**src/rtl/pcm_pingpong_buffer.sv**
```systemverilog
// Ping-pong capture of 24-bit PCM samples into two banks, each bank streamed out whole (optional drop counter: PCM_BUFFER_DROP_COUNT_EN).
// Latency: last capture on edge E -> buffer_ready_o E+1, first read_valid_o E+2; GAP_CYCLES idle after each bank.
// Backpressure: read side holds data/valid while !read_ready_i; samples arriving at a full bank are dropped and flagged.
module pcm_pingpong_buffer #(
    parameter int BUFFER_DEPTH = 16,
    parameter int GAP_CYCLES   = 4
) (
    input  logic        clk_i,
    input  logic        rst_ni,
    input  logic [23:0] sample_i,
    input  logic        sample_valid_i,
    output logic [23:0] read_data_o,
    output logic        read_valid_o,
    input  logic        read_ready_i,
    output logic        buffer_ready_o,
    output logic        overflow_o,
    output logic [1:0]  bank_full_o,
    output logic [15:0] drop_count_o
);
    localparam int IDX_W = $clog2(BUFFER_DEPTH);
    localparam int GAP_W = $clog2(GAP_CYCLES);
    localparam logic [IDX_W-1:0] LAST_IDX = IDX_W'(BUFFER_DEPTH - 1);
    localparam logic [GAP_W-1:0] LAST_GAP = GAP_W'(GAP_CYCLES - 1);

    typedef enum logic [1:0] {ST_IDLE, ST_ANNOUNCE, ST_STREAM, ST_GAP} state_t;

    logic [23:0]      mem [2*BUFFER_DEPTH];
    logic             wr_bank;
    logic [IDX_W-1:0] wr_idx;
    logic [1:0]       bank_full;
    logic             rd_bank;
    logic [IDX_W-1:0] rd_idx;
    logic [IDX_W-1:0] rd_idx_nxt;
    logic [GAP_W-1:0] gap_cnt;
    state_t           state;

    logic wr_en, wr_last, drop, hs, rel;
    logic [1:0] full_set, full_clr;

    assign wr_en      = sample_valid_i && !bank_full[wr_bank];
    assign drop       = sample_valid_i &&  bank_full[wr_bank];
    assign wr_last    = wr_en && (wr_idx == LAST_IDX);
    assign hs         = read_valid_o && read_ready_i;
    assign rel        = hs && (rd_idx == LAST_IDX);
    assign rd_idx_nxt = rd_idx + 1'b1;
    // A bank can only be set while empty and only released while full, so set/clear never target the same bank.
    assign full_set   = {wr_bank, ~wr_bank} & {2{wr_last}};
    assign full_clr   = {rd_bank, ~rd_bank} & {2{rel}};
    assign bank_full_o = bank_full;

    always_ff @(posedge clk_i) begin
        if (wr_en) begin
            mem[{wr_bank, wr_idx}] <= sample_i;
        end
    end

    always_ff @(posedge clk_i or negedge rst_ni) begin
        if (!rst_ni) begin
            wr_bank    <= 1'b0;
            wr_idx     <= '0;
            bank_full  <= 2'b00;
            overflow_o <= 1'b0;
        end else begin
            bank_full <= (bank_full | full_set) & ~full_clr;
            if (drop) begin
                overflow_o <= 1'b1;
            end
            if (wr_en) begin
                if (wr_idx == LAST_IDX) begin
                    wr_idx  <= '0;
                    wr_bank <= ~wr_bank;
                end else begin
                    wr_idx <= wr_idx + 1'b1;
                end
            end
        end
    end

    always_ff @(posedge clk_i or negedge rst_ni) begin
        if (!rst_ni) begin
            state          <= ST_IDLE;
            rd_bank        <= 1'b0;
            rd_idx         <= '0;
            gap_cnt        <= '0;
            read_data_o    <= '0;
            read_valid_o   <= 1'b0;
            buffer_ready_o <= 1'b0;
        end else begin
            unique case (state)
                ST_IDLE: begin
                    if (bank_full[rd_bank]) begin
                        state          <= ST_ANNOUNCE;
                        buffer_ready_o <= 1'b1;
                    end
                end
                ST_ANNOUNCE: begin
                    buffer_ready_o <= 1'b0;
                    read_valid_o   <= 1'b1;
                    read_data_o    <= mem[{rd_bank, rd_idx}];
                    state          <= ST_STREAM;
                end
                ST_STREAM: begin
                    if (hs) begin
                        if (rd_idx == LAST_IDX) begin
                            read_valid_o <= 1'b0;
                            rd_bank      <= ~rd_bank;
                            rd_idx       <= '0;
                            gap_cnt      <= '0;
                            state        <= ST_GAP;
                        end else begin
                            rd_idx      <= rd_idx_nxt;
                            read_data_o <= mem[{rd_bank, rd_idx_nxt}];
                        end
                    end
                end
                ST_GAP: begin
                    if (gap_cnt == LAST_GAP) begin
                        if (bank_full[rd_bank]) begin
                            state          <= ST_ANNOUNCE;
                            buffer_ready_o <= 1'b1;
                        end else begin
                            state <= ST_IDLE;
                        end
                    end else begin
                        gap_cnt <= gap_cnt + 1'b1;
                    end
                end
                default: state <= ST_IDLE;
            endcase
        end
    end

`ifdef PCM_BUFFER_DROP_COUNT_EN
    logic [15:0] drop_cnt;

    always_ff @(posedge clk_i or negedge rst_ni) begin
        if (!rst_ni) begin
            drop_cnt <= '0;
        end else if (drop && (drop_cnt != 16'hFFFF)) begin
            drop_cnt <= drop_cnt + 1'b1;
        end
    end

    assign drop_count_o = drop_cnt;
`else
    assign drop_count_o = '0;
`endif

endmodule

```
**config.mk**
```make
export PLATFORM = sky130hd
export DESIGN_NAME = pcm_pingpong_buffer
export DESIGN_NICKNAME = d
export VERILOG_FILES = /design/src/rtl/pcm_pingpong_buffer.sv
export SDC_FILE = /design/constraint.sdc
export NUM_CORES = 1
export LEC_CHECK = 0
export CAP_MARGIN = 30
export CORE_UTILIZATION = 35
export CTS_CLUSTER_SIZE = 12
export DETAILED_ROUTE_END_ITERATION = 7
export DONT_BUFFER_PORTS = 1
export PLACE_DENSITY = 0.46
export SLEW_MARGIN = 30
export SYNTH_ARGS = -nofsm -noshare
export SYNTH_HDL_FRONTEND = slang
export SYNTH_SLANG_ARGS = --single-unit
```
**constraint.sdc**
```tcl
create_clock -name clk_i -period 4.5 [get_ports clk_i]
set_clock_uncertainty 0.15 [all_clocks]
set_input_delay 0.45 -clock clk_i [delete_from_list [all_inputs] [get_ports clk_i]]
set_output_delay 0.45 -clock clk_i [all_outputs]
set_load 0.01 [all_outputs]
```
After elaboration in Yosys (flattened, before gate mapping)
Memories as Yosys holds them, arrays and structs flattened.
Cells that the tools add are included.
Widths: inputs -> output; s select.
{ "op_classes": {"add_sub_neg": 3, "multipliers": 0, "div_mod_pow": 0, "order_cmp": 2, "eq_ne": 12, "shift": 0, "n_mux": 27, "n_bitwise": 7, "reduce_logical": 18} }
{ "op_table": {"columns": ["cell", "n"], "rows": [
  ["$mux 24", 2],
  ["$pmux 24 s2", 1],
  ["$mux 2", 7],
  ["$ne 2x2->1 const B", 6],
  ["$mux 1", 11],
  ["$reduce_and 3->1", 3],
  ["$add 4x1->4 const B", 2],
  ["$eq 4x4->1 const B", 2],
  ["$mux 4", 2],
  ["$pmux 2 s4", 1],
  ["$reduce_and 4->1", 2],
  ["$and 2x2->2", 3],
  ["$eq 2x2->1 const B", 3],
  ["$reduce_and 2->1", 3],
  ["$logic_and 1x1->1", 5],
  ["$lt 1x2->1 const B", 2],
  ["$pmux 2 s2", 1],
  ["$reduce_bool 2->1", 2],
  ["$pmux 1 s3", 1],
  ["$reduce_bool 3->1", 1],
  ["$add 2x1->2 const B", 1],
  ["$eq 2x1->1 const B", 1],
  ["$logic_not 2->1", 1],
  ["$not 1->1", 2],
  ["other kinds (4)", 4]
]} }
{ "totals": {"ff_bits": 43, "latch_bits": 0, "ram_bits": 768, "romBits": 0, "inputBits": 28, "out_inout_bits": 45, "n_memories": 1} }
{ "mem_list": {"columns": ["memory", "words", "width", "rd", "rd_clocked_by_memory_dff", "wr", "line", "rtl"], "rows": [
  ["mem", 32, 24, 2, 0, 1, "27", "logic [23:0] mem [2*BUFFER_DEPTH];"]
]} }

Logic depth before layout (Yosys ltp)
Gate-level depths: netlist of the first run.
{ "depth": {"ltp_word": 8, "ltp_mapped": 10, "mapped_depth_nobuf": 7} }

Least setup slack after synthesis of the first run
OpenSTA, ideal clock, no wires.
{ "synth_timing": {"path_type": "reg2reg", "from": "register bank_full[1], in the netlist bank_full_o[1]", "to": "memory mem[23][0] (enable)", "setup_ns": 0.440, "t_arrival_ns": 2.976, "setup_slack_ns": 0.934, "path_stages_with_launch": 6, "synth_period_minus_slack_ns": 3.566, "path_cell_list": "dfrtp_1 > mux2i_1 > and2_1 > clkbuf_1 > nand3_1 > nor3b_1"} }
{ "synth_via": {"elab_chain_cells": 6} }
{ "synth_lines": {"columns": ["item", "line", "rtl"], "rows": [
  ["start: declaration", "30", "logic [1:0] bank_full;"],
  ["start signal: assignment", "64", "bank_full <= (bank_full | full_set) & ~full_clr;"],
  ["$mux 1 (not written as such) (2 in a row)", "40", "assign wr_en = sample_valid_i && !bank_full[wr_bank];"],
  ["$logic_not 1->1", "40", null],
  ["$logic_and 1x1->1", "40", null],
  ["$mux 1", "52", "if (wr_en) begin"],
  ["$mux 1 (not written as such)", "53", "mem[{wr_bank, wr_idx}] <= sample_i;"],
  ["end: declaration", "27", null]
]} }
Every way passes these cells. The select of a mux whose other input is x is not followed.

Worst setup path after layout of the first run
{ "layout_timing": {"from": "register rd_idx[2]", "to": "register read_data_o[6]"} }
{ "layout_via": {"elab_chain_cells": 5, "elab_cells_between_ends": 8} }
{ "layout_lines": {"columns": ["item", "line", "rtl"], "rows": [
  ["start: declaration", "32", "logic [IDX_W-1:0] rd_idx;"],
  ["start signal: assignment", "111", "rd_idx <= rd_idx_nxt;"],
  ["$add 4x1->4", "45", "assign rd_idx_nxt = rd_idx + 1'b1;"],
  ["$mem_v2 32x24", null, null],
  ["$mux 24", "104", "if (rd_idx == LAST_IDX) begin"],
  ["$mux 24", "103", "if (hs) begin"],
  ["$pmux 24 s2", "89", "unique case (state)"],
  ["end signal: assignment", "99", "read_data_o <= mem[{rd_bank, rd_idx}];"],
  ["end signal: assignment", "112", "read_data_o <= mem[{rd_bank, rd_idx_nxt}];"],
  ["end: declaration", "12", "output logic [23:0] read_data_o,"]
]} }
Parallel ways exist; a longest one is shown, timed or not. The select of a mux whose other input is x is not followed.
A chain may end at the register's enable or synchronous reset.

==> results of run 1 <==
-- synthesized netlist by cell type, types with 4 or more instances --
cell type,instances
a221o_1,24
nand2_1,174
ha_1,11
a32oi_1,18
dfrtp_1,43
a22oi_1,41
edfxtp_1,768
a211oi_1,5
buf_2,79
and4_1,4
o2111ai_1,6
o41a_1,5
or3_1,12
a2bb2oi_1,12
xnor2_1,4
buf_1,6
nor2b_1,11
a21oi_1,17
o211ai_1,4
a22o_1,18
nor3_1,26
mux2_2,19
o41ai_1,6
inv_1,6
buf_6,9
clkbuf_1,48
buf_4,44
o31ai_1,6
and3_1,4
o22ai_1,17
nor3b_1,42
nand3b_1,21
a31oi_1,42
and4b_1,5
nand3_1,49
and2_1,9
o21ai_0,8
nand2b_1,7
nor2_1,78
a32o_1,4
o221ai_1,5
mux2i_1,167
mux4_2,306
-- through the flow --
step | hold WS (ns) | instance area, um^2 | util | setup WS (ns)
2_1_floorplan | 0.00441 | 38400 | - | 0.934
3_3_place_gp | 0.0125 | 40500 | 0.373 | 1.13
3_5_place_dp | 0.0119 | 40500 | 0.373 | 1.06
4_1_cts | 0.0992 | 43800 | 0.403 | 1.03
5_1_grt | 0.114 | 43800 | 0.403 | 0.885
6_report | 0.114 | 43800 | 0.403 | 1.09
-- power groups by stage --
stage          Combinational (mW)  Sequential, mW  Clock, mW
6_report                     13.6            9.48       7.27
5_1_grt                      14.4            9.55       7.65
4_1_cts                      13.7            9.49       7.41
3_5_place_dp                 13.5            9.64          0
3_3_place_gp                 13.5            9.62          0
2_1_floorplan                9.53            9.24          0
-- state kept, by name, summed over array words and instances (netlist names) --
name and cells:
mem 768, read_data_o 24, rd_idx 4, wr_idx 4, bank_full_o 2, gap_cnt 2, state 2, buffer_ready_o 1
overflow_o 1, rd_bank 1, read_valid_o 1, wr_bank 1
-- worst max-delay path, stage by stage (launching register included) --
cell	delay (ns)
dfrtp_4	0.86
buf_4	0.57
buf_4	0.44
mux4_2	0.35
mux2i_1	0.33
a221oi_1	0.15
a22oi_1	0.21
o31ai_1	0.11
-- how the worst max path moves through the flow --
stage	startpoint	depth (start not counted)	slack, ns	to
6_report	rd_idx[2]	7	1.09	read_data_o[6]
5_1_grt	rd_idx[0]	8	0.88	read_data_o[10]
4_1_cts	rd_idx[0]	8	1.03	read_data_o[21]
3_5_place_dp	rd_idx[0]	8	1.06	read_data_o[3]
3_3_place_gp	rd_idx[0]	8	1.13	read_data_o[2]
2_1_floorplan	bank_full_o[1]	5	0.93	mem[23][0]
-- logic make-up (layout without fill, tap and decap cells) --
group / after synthesis / count (layout) / synth area share
AO/OA/AOI/OAI: 252 / 252 / 0.0504
buffers and inverters: 196 / 309 / 0.0281
multiplexers: 492 / 492 / 0.229
AND/OR/NAND/NOR: 450 / 450 / 0.0576
flip-flops: 811 / 811 / 0.629
adder cells (fa/ha/maj): 11 / 11 / 0.00359
XOR/XNOR: 7 / 7 / 0.00228
other: 1 / 17 / 0.0000977
-- area by class of cell --
cell class                      count  area [um^2]  share of cell area
Timing Repair Buffer              132         1390              0.0318
Multi-Input combinational cell   1228        13600               0.310
Sequential cell                   811        24200               0.552
Tap cell                         1414         1770              0.0404
Antenna cell                        1         2.50           0.0000572
Clock inverter                     44          354             0.00809
Clock buffer                      125         2520              0.0576
Inverter                            8         30.0            0.000686
-- per-layer routing --
metal / part of all wire / global-route usage
met1: 0.43 / 0.311
met2: 0.49 / 0.382
met3: 0.057 / 0.0383
met4: 0.021 / 0.0536
met5: 0.00021 / 0
-- timing repair --
| item | CTS | global route |
|---|---|---|
| endpoints found under the hold margin | 819 | 0 |
| hold buffers | 35 | 0 |
| setup buffers | 0 | 0 |
==> impl_metrics.tcl, run 1 <==
set metrics [dict create \
    outcome "finished, final reports clean" \
    p_total_mw 30.3 \
    grt_antenna_before_repair 3 \
    post_layout_nonfiller_instances 3763 \
    netlist_instances 2220 \
    fraction_of_synthesized_cell_area_taken_by_the_top_area_cell_type 0.601 \
    switchingPower_mw 11.7 \
    clock_power_share 0.240 \
    maximum_count_of_clock_buffers_along_a_single_path 3 \
    cp.required_ns 4.89 \
    cts-resized-gates 0 \
    dr.pass1.iters 6 \
    dp_cells 3558 \
    hold_viol 0 \
    crit_path_max_fanout 31 \
    max_cap_violations 0 \
    timing.critical_path.arrival_ns 3.80 \
    vias 22582 \
    hold_path.class "primary input to flop" \
    port_buffers 0 \
    synth-warning-count 0 \
    wl_um 127000 \
    setup_viol 0 \
    final_layout_size_suffix_gt1_frac 0.269 \
    power.leakage_nw 13.9 \
    grtUsageTotal 0.229 \
    post_synth_main_area_contributors "edfxtp_1 60%, mux4_2 18%, mux2i_1 4.4%" \
    hold_start "sample_i[15]" \
    worst_r2r_startpoint "rd_idx[2]" \
    hold-path-endpoint "mem[5][15]" \
    maximum_number_of_pins_on_one_net_before_global_route_repair 151 \
    power.density_nw_per_um2 693 \
    design.core.area_um2 109000 \
    pins_over_their_slew_limit 0 \
    worstReg2RegEnd "read_data_o[6]" \
    synth.avg_cell_area_um2 17.3 \
    async_flop_share 0.0530 \
    finalWeightedCongestion 0.803 \
    dieArea_um2 111000 \
    finish.net_count 2313 \
    post-route-drc-count 0 \
    grt_setup_unrepaired "false" \
    netlist_area_um2 38400 \
    internal_power_mw 18.6 \
    layout_min_cycle_time_ns 3.41 \
    min_delay_path_depth 1 \
    slew_limit_headroom 0.316 \
    worstSetupEndpointType "flop" \
    yosysSeqAreaShare 0.629 \
    via_per_inst 6.00 \
    grt_pass1_vias 23354 \
    comb_power_share 0.448 \
    postSynth.topFlopCell "edfxtp_1" \
    starting_drt_drc_count 2149 \
    start_util 0.353 \
    global_route.overflow_total 0 \
    fillCellCount 9746 \
    worst-slew-pin-transition_ns 1.02 \
    synth-edff-count 768 \
    final_cell_mix "768 x edfxtp_1, 306 x mux4_2, 174 x nand2_1" \
    post_dr_wirelength_cell_um 33.7 \
    horiz_die_dim_um 333 \
    postRouteAntennaNets 0 \
    upper_clock_frequency_limit_ghz 0.293 \
    design.portCount 73 \
    layout.cells.most_common "edfxtp_1" \
    ir_worst_vdd_mv 1.10 \
    tritoncts_num_sinks 811 \
    critPathKind "flop to flop" \
    cts.root.buffer_cell "clkbuf_16" \
    synth-seq-cells 811 \
    r2r_setup_slack_ns 1.09 \
    flow.area_growth_from_synthesis_pct 14.1 \
    pwr-share-seq 0.313 \
    cts-buffers-inserted 93 \
    finalSetupTns_ns 0 \
    core.rowCount 121 \
    path_clk_slew_ns 0.06 \
    start_kind "flop" \
    synth_cell_types 63 \
    clock_tree.htree_level_count 3 \
    die-height_um 333 \
    later_pin_clock_latency_in_the_skew_report_ns 0.68 \
    rr_worst_depth 7 \
    synth_top_cell_by_area "edfxtp_1" \
    switching_portion_of_total_power 0.385 \
    tritoncts "built" \
    min_period_over_period 0.758 \
    grt_first_pass_wirelength_um 180000 \
    post-dp-hpwl_um 75200 \
]
Power figures use the tool's default switching activity.
==> run 2: changes to the inputs <==
Settings changed: PLACE_DENSITY 0.46 to 0.48.
Clock period 4.5 ns to 3 ns, I/O delays scaled along.
==> run 2 against run 1 <==
Compared with the run above:
- clock power is 50% higher
- via count is 1.0% higher
- power is 54% higher
- worst hold slack worse by 0.11 ns
- wire length is 1.1% lower
- cell count is 1.9% higher
- global-route usage is 0.24 points lower
- core utilization is 0.78 points higher
- count of clock-buffer cells in the layout is 11 higher
- maximum frequency is 18% higher
- design area is 1.9% higher
- die area stayed put
- critical path type unchanged
- largest cell class unchanged
- largest power group unchanged
==> impl_metrics.tcl, run 2 (synthesized netlist as in run 1, its figures left out) <==
set metrics [dict create \
    cts.root.buffer_cell "clkbuf_16" \
    dieArea_um2 111000 \
    layout.cells.most_common "edfxtp_1" \
    layout_min_cycle_time_ns 2.88 \
    critPathKind "flop to flop" \
    post-dp-hpwl_um 76700 \
    worstSetupPathDepth 6 \
    post_dr_wirelength_cell_um 32.7 \
    reg_top3 "mem: 768 flops, read_data_o: 24 flops" \
    outcome "finished, final reports clean" \
    finalWeightedCongestion 0.822 \
    cts-buffers-inserted 91 \
    start_kind "flop" \
    clock_tree.htree_level_count 3 \
    die-height_um 333 \
    power.density_nw_per_um2 1050 \
    timing.critical_path.arrival_ns 3.27 \
    design.core.area_um2 109000 \
    grtUsageTotal 0.226 \
    core.rowCount 121 \
    grt_first_pass_wirelength_um 178000 \
    setup_slack_ns 0.121 \
    crit_path_launch "rd_idx[0]" \
    crit_path_max_fanout 71 \
    grt_pass1_vias 23426 \
    start_util 0.353 \
    maximum_number_of_pins_on_one_net_before_global_route_repair 101 \
    largest_reg_flops 768 \
    design.portCount 73 \
    wl_um 125000 \
    pwr-share-seq 0.300 \
    tritoncts "built" \
    global_route.overflow_total 0 \
    slew_limit_headroom 0.345 \
    vias 22813 \
    crit_path_cell_trace "buf_4 > buf_12 > mux4_2 > mux2i_1 > a211oi_1 > a221o_1" \
    ir_worst_vdd_mv 0.735 \
    largest-register "mem" \
    cp.required_ns 3.39 \
    pins_over_their_slew_limit 0 \
    worstReg2RegEnd "read_data_o[15]" \
    hold_path.class "primary input to flop" \
    worstSetupEndpointType "flop" \
    switchingPower_mw 17.6 \
    internal_power_mw 29.1 \
    min_period_over_period 0.960 \
    grt_setup_unrepaired "false" \
    r2r_setup_slack_ns 0.12 \
    crit_path_end "read_data_o[15]" \
    worst_path_largest_cell_delay_ns 0.58 \
    max_cap_violations 0 \
    critical_path.top_delay_family "multiplexers" \
    postRouteAntennaNets 0 \
    port_buffers 0 \
    dr.pass1.iters 5 \
    postLayoutCoreUtil 0.410 \
    rr_worst_depth 6 \
    worst_r2r_startpoint "rd_idx[0]" \
    place_ws_ns -0.145 \
    tritoncts_num_sinks 811 \
    via_per_inst 5.95 \
    timing.critical_path.slowest_stage_cell "mux4_2" \
    hold_viol 0 \
    power.leakage_nw 14.4 \
    switching_portion_of_total_power 0.377 \
    later_pin_clock_latency_in_the_skew_report_ns 0.67 \
    critPathBufInv 2 \
    path_clk_slew_ns 0.06 \
    flow.area_growth_from_synthesis_pct 16.3 \
    final_cell_mix "768 x edfxtp_1, 306 x mux4_2, 174 x nand2_1" \
    worst-slew-pin-transition_ns 0.980 \
    setup_viol 0 \
    comb_power_share 0.467 \
    post-route-drc-count 0 \
    starting_drt_drc_count 2047 \
    final_layout_size_suffix_gt1_frac 0.288 \
    finish.net_count 2385 \
    horiz_die_dim_um 333 \
    maximum_count_of_clock_buffers_along_a_single_path 3 \
    grt_antenna_before_repair 2 \
    upper_clock_frequency_limit_ghz 0.347 \
    clock_power_share 0.233 \
]
run 2: changes by cell type in the layout (fill, tap and decap cells not counted), sizes merged, moves of 2 or more:
cell	delta
clkinvlp	-3
clkbuf	+12
buf	+69
dlygate4sd3	+4
clkinv	-10
inv	-2
run 2: timing repair:
action                                 CTS  global route
hold buffers                            36             3
pin swaps                                0             1
cloned                                   0             1
setup endpoints to repair                1             8
resized for setup                        2             2
endpoints found under the hold margin  828            46
buffers inserted                         0             2
run 2: worst min-delay path by stage:
stage	depth (start not counted)	start	slack, ns	to
final	1	sample_i[4]	0.004	mem[11][4]
after global routing	1	sample_i[13]	0.02	mem[7][13]
after global placement	0	rst_ni	-0.14	read_data_o[3]
after CTS	2	rst_ni	0.06	read_data_o[8]
after detailed placement	0	rst_ni	-0.14	overflow_o
after floorplan	0	rst_ni	-0.15	bank_full_o[0]
run 2: worst reg2reg max path, delay by kind of cell, from the launching register on:
kind | cells | cell delay (ns)
buffers and inverters | 2 | 0.66
AO/OA/AOI/OAI | 2 | 0.49
multiplexers | 2 | 1.03
flip-flops | 1 | 0.42
run 2: stage by stage:
step / area (um^2) / power (mW) / instances / TNS (ns) / hold slack [ns]
floorplan: 38400 / 28.2 / 2235 / 0 / -0.146
global placement: 41300 / 35.6 / 3625 / -0.0975 / -0.140
detailed placement: 41300 / 35.7 / 3625 / -0.145 / -0.139
CTS: 44600 / 46.9 / 3827 / 0 / 0.0650
global route: 44600 / 48.6 / 3834 / 0 / 0.0220
finish: 44600 / 46.7 / 3835 / 0 / 0.00437
run 2: power groups by stage:
| stage | combinational, mW | sequential, mW | clock, mW |
|---|---|---|---|
| after CTS | 21.8 | 14.0 | 11.1 |
| after detailed placement | 21.5 | 14.2 | 0 |
| final | 21.8 | 14.0 | 10.9 |
| after global placement | 21.4 | 14.2 | 0 |
| after floorplan | 14.3 | 13.9 | 0 |
| after global routing | 23.1 | 14.1 | 11.5 |
run 2: per-layer routing:
layer	wire, um	track usage	up-vias	share of wire
li1	-	-	9460	-
met1	51300	0.299	12257	0.41
met2	61200	0.375	902	0.49
met3	8920	0.0446	194	0.071
met4	4020	0.0692	0	0.032
met5	0	0	-	0
run 2: area by class of cell:
cell class / count / area [um^2]
inverter: 8 / 30.0
clock buffer: 136 / 2630
clock inverter: 30 / 245
fill: 9741 / 64100
tap: 1414 / 1770
timing repair buffer: 206 / 2240
antenna: 2 / 5.00
multi-input combinational: 1228 / 13500
sequential: 811 / 24200
==> run 3: changes to the inputs <==
Settings changed: MAX_ROUTING_LAYER from default to met4.
Clock period 3 ns to 2.5 ns, I/O delays scaled along.
==> run 3 against run 2 <==
Compared with the run above:
- the flow now finishes with violations (hold timing, setup timing)
- power rose by 29%
- first-iteration DRC count rose by 15%
- die area did not move
- register-to-register slack got worse by 0.29 ns
- clock power rose by 22%
- sequential power rose by 20%
- global-route usage rose by 0.25 points
- combinational power rose by 39%
- critical endpoint is now read_data_o[8]
- largest cell class unchanged
- highest routed layer unchanged
==> impl_metrics.tcl, run 3 (synthesized netlist as in run 1, its figures left out) <==
set metrics [dict create \
    outcome "complete, but fails checks" \
    violations "hold timing, setup timing" \
    setup_slack_ns -0.167 \
    clock_tree.htree_level_count 3 \
    switching_portion_of_total_power 0.367 \
    final.hold.worst_slack_ns -0.00881 \
    finalSetupTns_ns -1.56 \
    start_util 0.353 \
    tritoncts_num_sinks 811 \
    path_clk_slew_ns 0.06 \
    rr_worst_depth 9 \
    power.leakage_nw 15.4 \
    power.density_nw_per_um2 1290 \
    slew_limit_headroom 0.549 \
    starting_drt_drc_count 2357 \
    fillCellCount 9479 \
    core.rowCount 121 \
    horiz_die_dim_um 333 \
    max_cap_violations 0 \
    upper_clock_frequency_limit_ghz 0.375 \
    cts-buffers-inserted 90 \
    ir_worst_vdd_mv 0.693 \
    p_total_mw 60.4 \
    largest_reg_flops 768 \
    timing.critical_path.arrival_ns 3.06 \
    internal_power_mw 38.2 \
    tritoncts "built" \
    finish.net_count 2497 \
    critPathKind "flop to flop" \
    grt_first_pass_wirelength_um 176000 \
    hold_viol 5 \
    cp.required_ns 2.90 \
    later_pin_clock_latency_in_the_skew_report_ns 0.67 \
    cts.root.buffer_cell "clkbuf_16" \
    dpl_cell_area_um2 42500 \
    pins_over_their_slew_limit 0 \
    post-dp-hpwl_um 77700 \
    multiInputGateArea_um2 13800 \
    worstSetupPathDepth 9 \
    dr.pass1.iters 7 \
    clock_power_share 0.220 \
    via_per_inst 5.93 \
    worst-slew-pin-transition_ns 0.674 \
    min_period_over_period 1.07 \
    design.portCount 73 \
    port_buffers 0 \
    global_route.overflow_total 0 \
    design.core.area_um2 109000 \
    final_layout_size_suffix_gt1_frac 0.332 \
    grt_setup_unrepaired "true" \
    pwr-share-seq 0.278 \
    layout_min_cycle_time_ns 2.67 \
    maximum_count_of_clock_buffers_along_a_single_path 3 \
    setup_viol 18 \
    crit_path_cell_trace "ha_4 > buf_12 > buf_12 > clkbuf_16 > buf_6 > mux4_2 > mux2i_2 > a2bb2oi_1 > a221o_1" \
    wl_um 125000 \
    grt_pass1_vias 24048 \
    post_dr_wirelength_cell_um 31.7 \
    maximum_number_of_pins_on_one_net_before_global_route_repair 57 \
    postRouteAntennaNets 0 \
    crit_path_max_fanout 7 \
    post-route-drc-count 0 \
    worstSetupEndpointType "flop" \
    vias 23425 \
    final-seq-area_um2 24200 \
    comb_power_share 0.502 \
    dieArea_um2 111000 \
    worst_path_largest_cell_delay_ns 0.51 \
    timing.critical_path.slowest_stage_cell "dfrtp_4" \
    finalWeightedCongestion 0.831 \
    critPathBufInv 4 \
    switchingPower_mw 22.2 \
    start_kind "flop" \
    flow.area_growth_from_synthesis_pct 22.0 \
    die-height_um 333 \
    grt_antenna_before_repair 2 \
    final_cell_mix "768 x edfxtp_1, 306 x mux4_2, 174 x nand2_1" \
    largest-register "mem" \
    grtUsageTotal 0.229 \
    hold_path.class "primary input to flop" \
    reg_top3 "mem: 768 flops, read_data_o: 24 flops" \
    postLayoutCellArea_um2 46800 \
    path_common_cell "buf_12" \
    min_delay_path_depth 1 \
    critical_path.top_delay_family "multiplexers" \
    layout.cells.most_common "edfxtp_1" \
]
-- run 3: per-stage QoR --
stage | utilization | std cells | setup slack (ns) | hold WS [ns]
after floorplan | - | 2235 | -0.311 | -0.196
after global placement | 0.391 | 3699 | -0.240 | -0.188
after detailed placement | 0.391 | 3700 | -0.301 | -0.187
after CTS | 0.426 | 3917 | -0.112 | 0.0393
after global routing | 0.431 | 3948 | -0.189 | 0.0112
final | 0.431 | 3948 | -0.167 | -0.00881
-- run 3: timing repair --
action                                  4_1_cts  5_1_grt
cloned                                        5        8
endpoints found under the hold margin       828      493
endpoints found under the setup margin       25       25
pin swaps                                     7       10
gates resized for setup                      38       43
hold buffers                                 33       18
setup buffers                                14        5
-- run 3: power by group through the flow --
stage	clock [mW]	combinational (mW)	sequential, mW
after CTS	13.5	29.4	16.8
after floorplan	0	17.2	16.6
after global placement	0	27.3	17.1
after global routing	14.0	31.9	16.9
after detailed placement	0	27.6	17.1
final	13.3	30.3	16.8
-- run 3: worst paths after layout --
kind / startpoint / end / slack [ns]
setup / recovery: rd_idx[1] / read_data_o[8] / -0.17
hold / removal: sample_i[4] / mem[15][4] / -0.009
setup reg to reg: rd_idx[1] / read_data_o[8] / -0.17
hold reg to reg: wr_idx[0] / wr_idx[0] / 0.41
max in group asynchronous: rst_ni / rd_idx[1] / 1.80
min in group asynchronous: rst_ni / read_data_o[19] / 0.05
-- run 3: metal layers --
layer  global-route usage  wire [um]
met5                    -          0
met4               0.0702       4070
met3               0.0363       8270
met2                0.372      61400
met1                0.295      51300
-- run 3: worst reg2reg max path, delay by kind of cell, from the launching register on --
family | cells | cell delay (ns)
buf+inv | 4 | 0.55
fa+ha+maj | 1 | 0.34
mux | 2 | 0.60
flops | 1 | 0.51
compound gates | 2 | 0.40
-- run 3: layout make-up --
class | count | area share
flip-flops and latches | 811 | 0.516
multi-input cells | 1228 | 0.294
well taps | 1414 | 0.0378
clock inverters | 46 | 0.00952
inverters | 8 | 0.000695
repair buffers | 319 | 0.0888
clock buffers | 120 | 0.0532
diodes | 2 | 0.000107
